==> src/rtl/memory_arbiter.sv <==
// Two-requester RAM arbiter: instruction fetch and data port share one RAM.
// Data wins by default; a starvation counter forces an instruction grant.
module memory_arbiter #(
    parameter int STARVE_MAX = 4,
    parameter int ADDR_W     = 32
) (
    input  logic              CLK,
    input  logic              RST,
    input  logic              iREN,
    input  logic [ADDR_W-1:0] iaddr,
    input  logic              dREN,
    input  logic              dWEN,
    input  logic [ADDR_W-1:0] daddr,
    input  logic [ADDR_W-1:0] dstore,
    output logic              ihit,
    output logic [ADDR_W-1:0] iload,
    output logic              dhit,
    output logic [ADDR_W-1:0] dload,
    output logic              ramREN,
    output logic              ramWEN,
    output logic [ADDR_W-1:0] ramaddr,
    output logic [ADDR_W-1:0] ramstore,
    input  logic [ADDR_W-1:0] ramload,
    input  logic              ramready
);

    localparam int CW =
        (STARVE_MAX > 0) ? $clog2(STARVE_MAX + 1) : 1;
    localparam logic [CW-1:0] SMAX = CW'(STARVE_MAX);

    typedef enum logic [1:0] {
        IDLE,
        IGNT,
        DGNT
    } state_t;

    state_t        state;
    state_t        state_next;
    logic [CW-1:0] starve_cnt;
    logic [CW-1:0] starve_next;

    logic d_req;
    logic d_rd;
    logic d_ok;

    assign d_req = dREN | dWEN;
    // A simultaneous read and write request is treated as a write.
    assign d_rd  = dREN & ~dWEN;
    assign d_ok  = (starve_cnt < SMAX) | ~iREN;

    always_ff @(posedge CLK) begin
        if (RST) begin
            state      <= IDLE;
            starve_cnt <= '0;
        end else begin
            state      <= state_next;
            starve_cnt <= starve_next;
        end
    end

    always_comb begin
        state_next = state;
        ihit       = 1'b0;
        iload      = '0;
        dhit       = 1'b0;
        dload      = '0;
        ramREN     = 1'b0;
        ramWEN     = 1'b0;
        ramaddr    = '0;
        ramstore   = '0;
        unique case (state)
            IDLE: begin
                if (d_req && d_ok) begin
                    state_next = DGNT;
                end else if (iREN) begin
                    state_next = IGNT;
                end
            end
            IGNT: begin
                ramREN  = 1'b1;
                ramaddr = iaddr;
                if (!iREN) begin
                    state_next = IDLE;
                end else if (ramready) begin
                    ihit       = 1'b1;
                    iload      = ramload;
                    state_next = IDLE;
                end
            end
            DGNT: begin
                ramREN   = d_rd;
                ramWEN   = dWEN;
                ramaddr  = daddr;
                ramstore = dstore;
                if (!d_req) begin
                    state_next = IDLE;
                end else if (ramready) begin
                    dhit       = 1'b1;
                    dload      = d_rd ? ramload : '0;
                    state_next = IDLE;
                end
            end
            default: begin
                state_next = IDLE;
            end
        endcase
    end

    // Counts data completions that overtook a waiting fetch.
    always_comb begin
        starve_next = starve_cnt;
        if (ihit || !iREN) begin
            starve_next = '0;
        end else if (dhit && (starve_cnt < SMAX)) begin
            starve_next = starve_cnt + CW'(1);
        end
    end

    a_one_hit : assert property (
        @(posedge CLK) disable iff (RST) !(ihit && dhit)
    );

    a_one_strobe : assert property (
        @(posedge CLK) disable iff (RST) !(ramREN && ramWEN)
    );

endmodule

==> config.mk <==
export PLATFORM = sky130hd
export DESIGN_NAME = memory_arbiter
export DESIGN_NICKNAME = d
export VERILOG_FILES = /design/src/rtl/memory_arbiter.sv
export SDC_FILE = /design/constraint.sdc
export NUM_CORES = 1
export LEC_CHECK = 0
export CELL_PAD_IN_SITES_DETAIL_PLACEMENT = 1
export CELL_PAD_IN_SITES_GLOBAL_PLACEMENT = 1
export CORE_MARGIN = 4
export CORE_UTILIZATION = 12
export CTS_BUF_LIST = sky130_fd_sc_hd__clkbuf_4 sky130_fd_sc_hd__clkbuf_8 sky130_fd_sc_hd__clkbuf_16
export DETAILED_ROUTE_END_ITERATION = 10
export HOLD_SLACK_MARGIN = 0.15
export PLACE_DENSITY_LB_ADDON = 0.1
export SLEW_MARGIN = 20
export SYNTH_ARGS = -nofsm -noshare
export SYNTH_HDL_FRONTEND = slang
export SYNTH_SLANG_ARGS = --single-unit
==> constraint.sdc <==
create_clock -name CLK -period 1.8 [get_ports CLK]
set_input_delay 0.45 -clock CLK [delete_from_list [all_inputs] [get_ports CLK]]
set_output_delay 0.45 -clock CLK [all_outputs]
set_load 0.02 [all_outputs]
==> After elaboration in Yosys (flattened, before gate mapping) <==
Cells that the tools add are included.
{ "op_classes": {"n_addsub": 1, "n_lt_le_gt_ge": 1, "eq_ne": 3, "muxes": 22, "n_bitwise": 5, "n_reduce_logical": 6} }
{ "op_table": {"columns": ["op", "n"], "rows": [
  ["two-way mux 32 bit", 8],
  ["case mux 32 bit (2 select lines)", 1],
  ["two-way mux 2 bit", 5],
  ["two-way mux 1 bit", 6],
  ["case mux 2 bit (3 select lines)", 1],
  ["adder 3 x 1 -> 3 bit (second input constant)", 1],
  ["< comparator 3 bit (second input constant)", 1],
  ["!= test 3 bit (second input constant)", 1],
  ["== test 2 x 1 -> 1 bit (second input constant)", 1],
  ["== test 2 bit (second input constant)", 1],
  ["logical AND 1 bit", 2],
  ["zero test 2 bit", 1],
  ["inverter 1 bit", 2],
  ["bitwise OR 1 bit", 2],
  ["case mux 1 bit (2 select lines)", 1],
  ["OR reduction 2 bit", 1],
  ["bitwise AND 1 bit", 1],
  ["zero test 1 bit", 1],
  ["logical OR 1 bit", 1]
]} }
{ "word_totals": {"reg_bits": 5, "inputBits": 134, "output_inout_bits": 132, "word_cells": 40} }

==> Longest topological paths before layout <==
{ "logic_depth": {"ltp_word": 6, "ltp_mapped": 7, "ltp_nobuf": 6} }

==> Worst setup path after synthesis <==
OpenSTA, ideal clock, no wires.
{ "synth_path": {"path_type": "reg2out", "start": "register state[1]", "end": "output port ramaddr[0]", "arrival_time_ns": 1.370, "required_time_ns": 1.350, "slack_ns": -0.020, "path_stages_with_launch": 7, "path_cell_list": "dfxtp_1 > inv_1 > ha_1 > clkbuf_1 > buf_2 > a22oi_1 > nor2b_1"} }
{ "synth_between": {"elab_chain_cells": 2, "elab_cells_between_ends": 3, "classes_between": "2 x eq/ne; 1 x mux"} }
{ "synth_rtl": {"columns": ["item", "line", "rtl"], "rows": [
  ["start, declared", "37", "state_t state;"],
  ["start signal, assigned", "56", "state <= state_next;"],
  ["== test 2 bit or == test 2 x 1 -> 1 bit (tied branches)", "71", "unique case (state)"],
  ["case mux 32 bit (2 select lines) *", "71", null],
  ["end, declared", "21", "output logic [ADDR_W-1:0] ramaddr,"]
]} }
Mark *: on every way between the ends. The rest lies on a longest branch, timed or not.

==> Final worst setup path <==
{ "layout_path": {"start": "register state[0]", "end": "output port ramREN"} }
{ "layout_between": {"elab_chain_cells": 2, "elab_cells_between_ends": 3, "classes_between": "2 x eq/ne; 1 x mux"} }
{ "layout_rtl": {"columns": ["item", "line", "rtl"], "rows": [
  ["== test 2 bit or == test 2 x 1 -> 1 bit (tied branches)", "71", null],
  ["case mux 1 bit (2 select lines) *", "71", null],
  ["end, declared", "19", "output logic ramREN,"]
]} }
Marks and branches as above.

==> summary.txt <==
Timing
  – Setup Skew: 0.000198 ns
  – Final worst slack: -0.247 ns
  – Slew @ Worst Pin: 0.283 ns
  – Final hold viol count: 0
  – Period utilization: 1.14
  – Final setup fails: 130
  – Max Fclk: 488 MHz
  – Min cycle time layout: 2.05 ns
  – RSZ-0062 raised after global routing: true
  – Slew Limit Fails: 0
  – Slew headroom: 0.811

Final layout
  – Register Area: 108 sq um
  – Fill count: 1377
  – Final #Nets: 656
  – Final Non-Filler Cells: 684
  – Share of cells above drive strength 1: 0.586
  – P&R area growth vs syn: 258%
  – Design Area, Final: 5480 sq um
  – Multi-input gate area: 1890 sq um

Worst hold path
  – Hold Crit Class: reg2reg

Floorplanning
  – Core area: 12300 sq um
  – Top-Level Pins: 266
  – Die W: 121 um
  – Die Footprint: 14600 sq um
  – FP Rows: 40
  – Initial core utilization: 0.125
  – Die H: 121 um

Synthesis
  – Top FF cell, synth: dfxtp_1
  – Synthesis-stage register bit count: 5
  – Syn_nets: 369
  – Synth warn: 0
  – Sequential fraction of the synthesis area: 0.0655
  – Mean cell area of the mapped netlist: 6.68 sq um
  – Post-synth ARST share: 0
  – Synth Instances: 229
  – Synth cell types: 28
  – Synth area leader: and2_1
  – Cell Area, Synth: 1530 sq um
  – Top cells by area, synth: and2_1 (27%), a22oi_1 (16%), and3_1 (14%)
  – Most frequent cell after synthesis: and2_1
  – Synth top area share: 0.266
  – Top post-synthesis cells by count: and2_1 (65), and3_1 (33), a22oi_1 (32), nor2b_1 (32), clkbuf_1 (13)
  – Post-synth EDFFs: 0

Drt
  – Via density: 4.13
  – Vias: 2828
  – First drt pass iteration count: 4
  – Post-Route WL: 12.4 mm
  – DRT iter0 DRCs: 54
  – Detail-routed net length per standard cell: 18.1 um
  – DRC viols: 0
  – Post-route ant nets: 0

Clocking
  – Post-CTS Hold Fix Bufs: 0
  – Sink Count: 5
  – Num CTS Buffers: 3
  – CTS root buffer: clkbuf_16
  – CTS Buffer Depth: 2
  – H-tree depth: 1
  – Clk_lat worst skew: 0.23 ns
  – CTS tree: yes
  – CTS clk-pin slew, worst paths: 0.03 ns

Power
  – Sequential power share: 0.071
  – Clk pwr share: 0.225
  – Pwr per Cell Area: 312 nW/um^2
  – Internal: 1.14 mW
  – Switching portion of total power: 0.331
  – Logic gate share of total power: 0.704
  – Psw: 0.566 mW
  – VDD IR-drop max: 0.202 mV
  – Leakage power: 2.32 nW
  – Overall Power: 1.71 mW

Setup path
  – Most used cell, CP: buf_6
  – Crit start category: flop
  – Largest stage delay on the critical path: 0.36 ns
  – CP max stage cell: dfxtp_4
  – Critical Path, Cell by Cell: inv_4, ha_4, and3b_2, buf_6, buf_16, o21a_1, buf_6
  – Arr. time, crit path: 1.60 ns
  – Critical Setup Path Class: reg2out
  – Cell family with most CP delay: buffers and inverters
  – Max FO, Critical Path: 8
  – Crit. End Element: output pin
  – Required time of the critical path: 1.35 ns
  – Worst Path Buf+Inv: 4

Status
  – Failing checks: setup timing
  – Status: finished, violations left

Placed design
  – Pre-CTS WS: -0.803 ns
  – IO Port Bufs: 265
  – Dpl hpwl: 9.48 mm
  – Dpl cells: 666
  – Placer Congestion: 0.753
  – Placed cell areas: 4620 sq um

GRT
  – Global-route wire length before repair: 17.5 mm
  – Vias in the first global route: 3126
  – GRT Util Overall: 0.149
  – Largest net degree at the start of global routing: 24
  – Initial antenna violation count: 2
  – GRT overflow: 0

Job
  – Max Cap Violations: 0
[power groups by stage]
stage / Sequential (mW) / Combinational, mW / Clock (mW)
final: 0.122 / 1.20 / 0.384
after global routing: 0.122 / 1.28 / 0.399
after CTS: 0.120 / 1.11 / 0.389
after detailed placement: 0.120 / 0.993 / 0
after global placement: 0.120 / 0.983 / 0
after floorplan: 0.119 / 0.380 / 0
[layout make-up]
class                   instances  area share
diodes                          1    0.000457
clock buffers                   4      0.0151
inverters                       2     0.00274
multi-input cells             197       0.345
flip-flops and latches          5      0.0197
well taps                     168      0.0384
repair buffers                307       0.579
[cell usage in the layout (no fill, tap or decap), drive strengths merged]
| cell type | instances |
|---|---|
| buf | 167 |
| clkdlybuf4s50 | 129 |
| and2 | 65 |
| and3 | 33 |
| nor2b | 32 |
| a22oi | 32 |
| clkbuf | 7 |
| nor2 | 6 |
| ha | 6 |
| dlygate4sd2 | 5 |
| nand2 | 5 |
| dfxtp | 5 |
| a21oi | 3 |
| o21ai | 3 |
| o21a | 2 |
| nand3b | 2 |
| clkdlybuf4s15 | 2 |
| inv | 2 |
| a21boi | 2 |
| diode | 1 |
| and3b | 1 |
| a211oi | 1 |
| nor3 | 1 |
| mux2i | 1 |
| a211o | 1 |
| xnor2 | 1 |
| bufbuf | 1 |
[cells by family (layout without fill, tap and decap cells)]
group,count (synthesis),after routing,share of synthesized area
AO/OA/AOI/OAI,44,44,0.207
XOR/XNOR,1,1,0.00573
adder cells (fa/ha/maj),6,6,0.0491
buffers and inverters,27,313,0.0777
flip-flops,5,5,0.0655
multiplexers,1,1,0.00655
other,0,1,0
AND/OR/NAND/NOR,145,145,0.588
[routing by layer]
metal,up-vias,part of all wire,track usage
met3,12,0.083,0.0438
met2,140,0.56,0.303
met5,-,0.0011,0
met4,2,0.015,0.0248
li1,1367,-,-
met1,1307,0.34,0.149
[through the flow]
stage / hold slack (ns) / utilization / TNS, ns
2_1_floorplan: 0.465 / - / 0
3_3_place_gp: 0.479 / 0.377 / -78.54
3_5_place_dp: 0.515 / 0.377 / -81.28
4_1_cts: 0.527 / 0.416 / -20.32
5_1_grt: 0.573 / 0.447 / -26.24
6_report: 0.538 / 0.447 / -19.55
[worst register-to-register path, delay by kind of cell, from the launching register on]
family | cells | cell delay (ns)
flip-flops | 1 | 0.35
adder cells (fa/ha/maj) | 1 | 0.14
AND/OR/NAND/NOR | 3 | 0.29
multiplexers | 1 | 0.22
buffers and inverters | 3 | 0.37
[what timing repair did]
| action | 4_1_cts | 5_1_grt |
|---|---|---|
| gates cloned | 6 | 4 |
| pin swaps | 20 | 23 |
| resized for setup | 773 | 92 |
| setup endpoints to repair | 132 | 132 |
| buffers inserted | 5 | 0 |
[path summary, 6_finish.rpt]
| check | start | to | slack [ns] | cells after the start |
|---|---|---|---|---|
| worst max-delay path | state[0] | ramREN | -0.25 | 7 |
| worst min-delay path | starve_cnt[1] | starve_cnt[1] | 0.54 | 2 |
| worst max register to register | state[0] | starve_cnt[1] | 0.32 | 8 |
| worst min register to register | starve_cnt[1] | starve_cnt[1] | 0.54 | 2 |
[registers in the layout, indices dropped and copies added, names as in the netlist]
register / cells
state: 2
starve_cnt: 3
(Power assumes the default switching activity.)
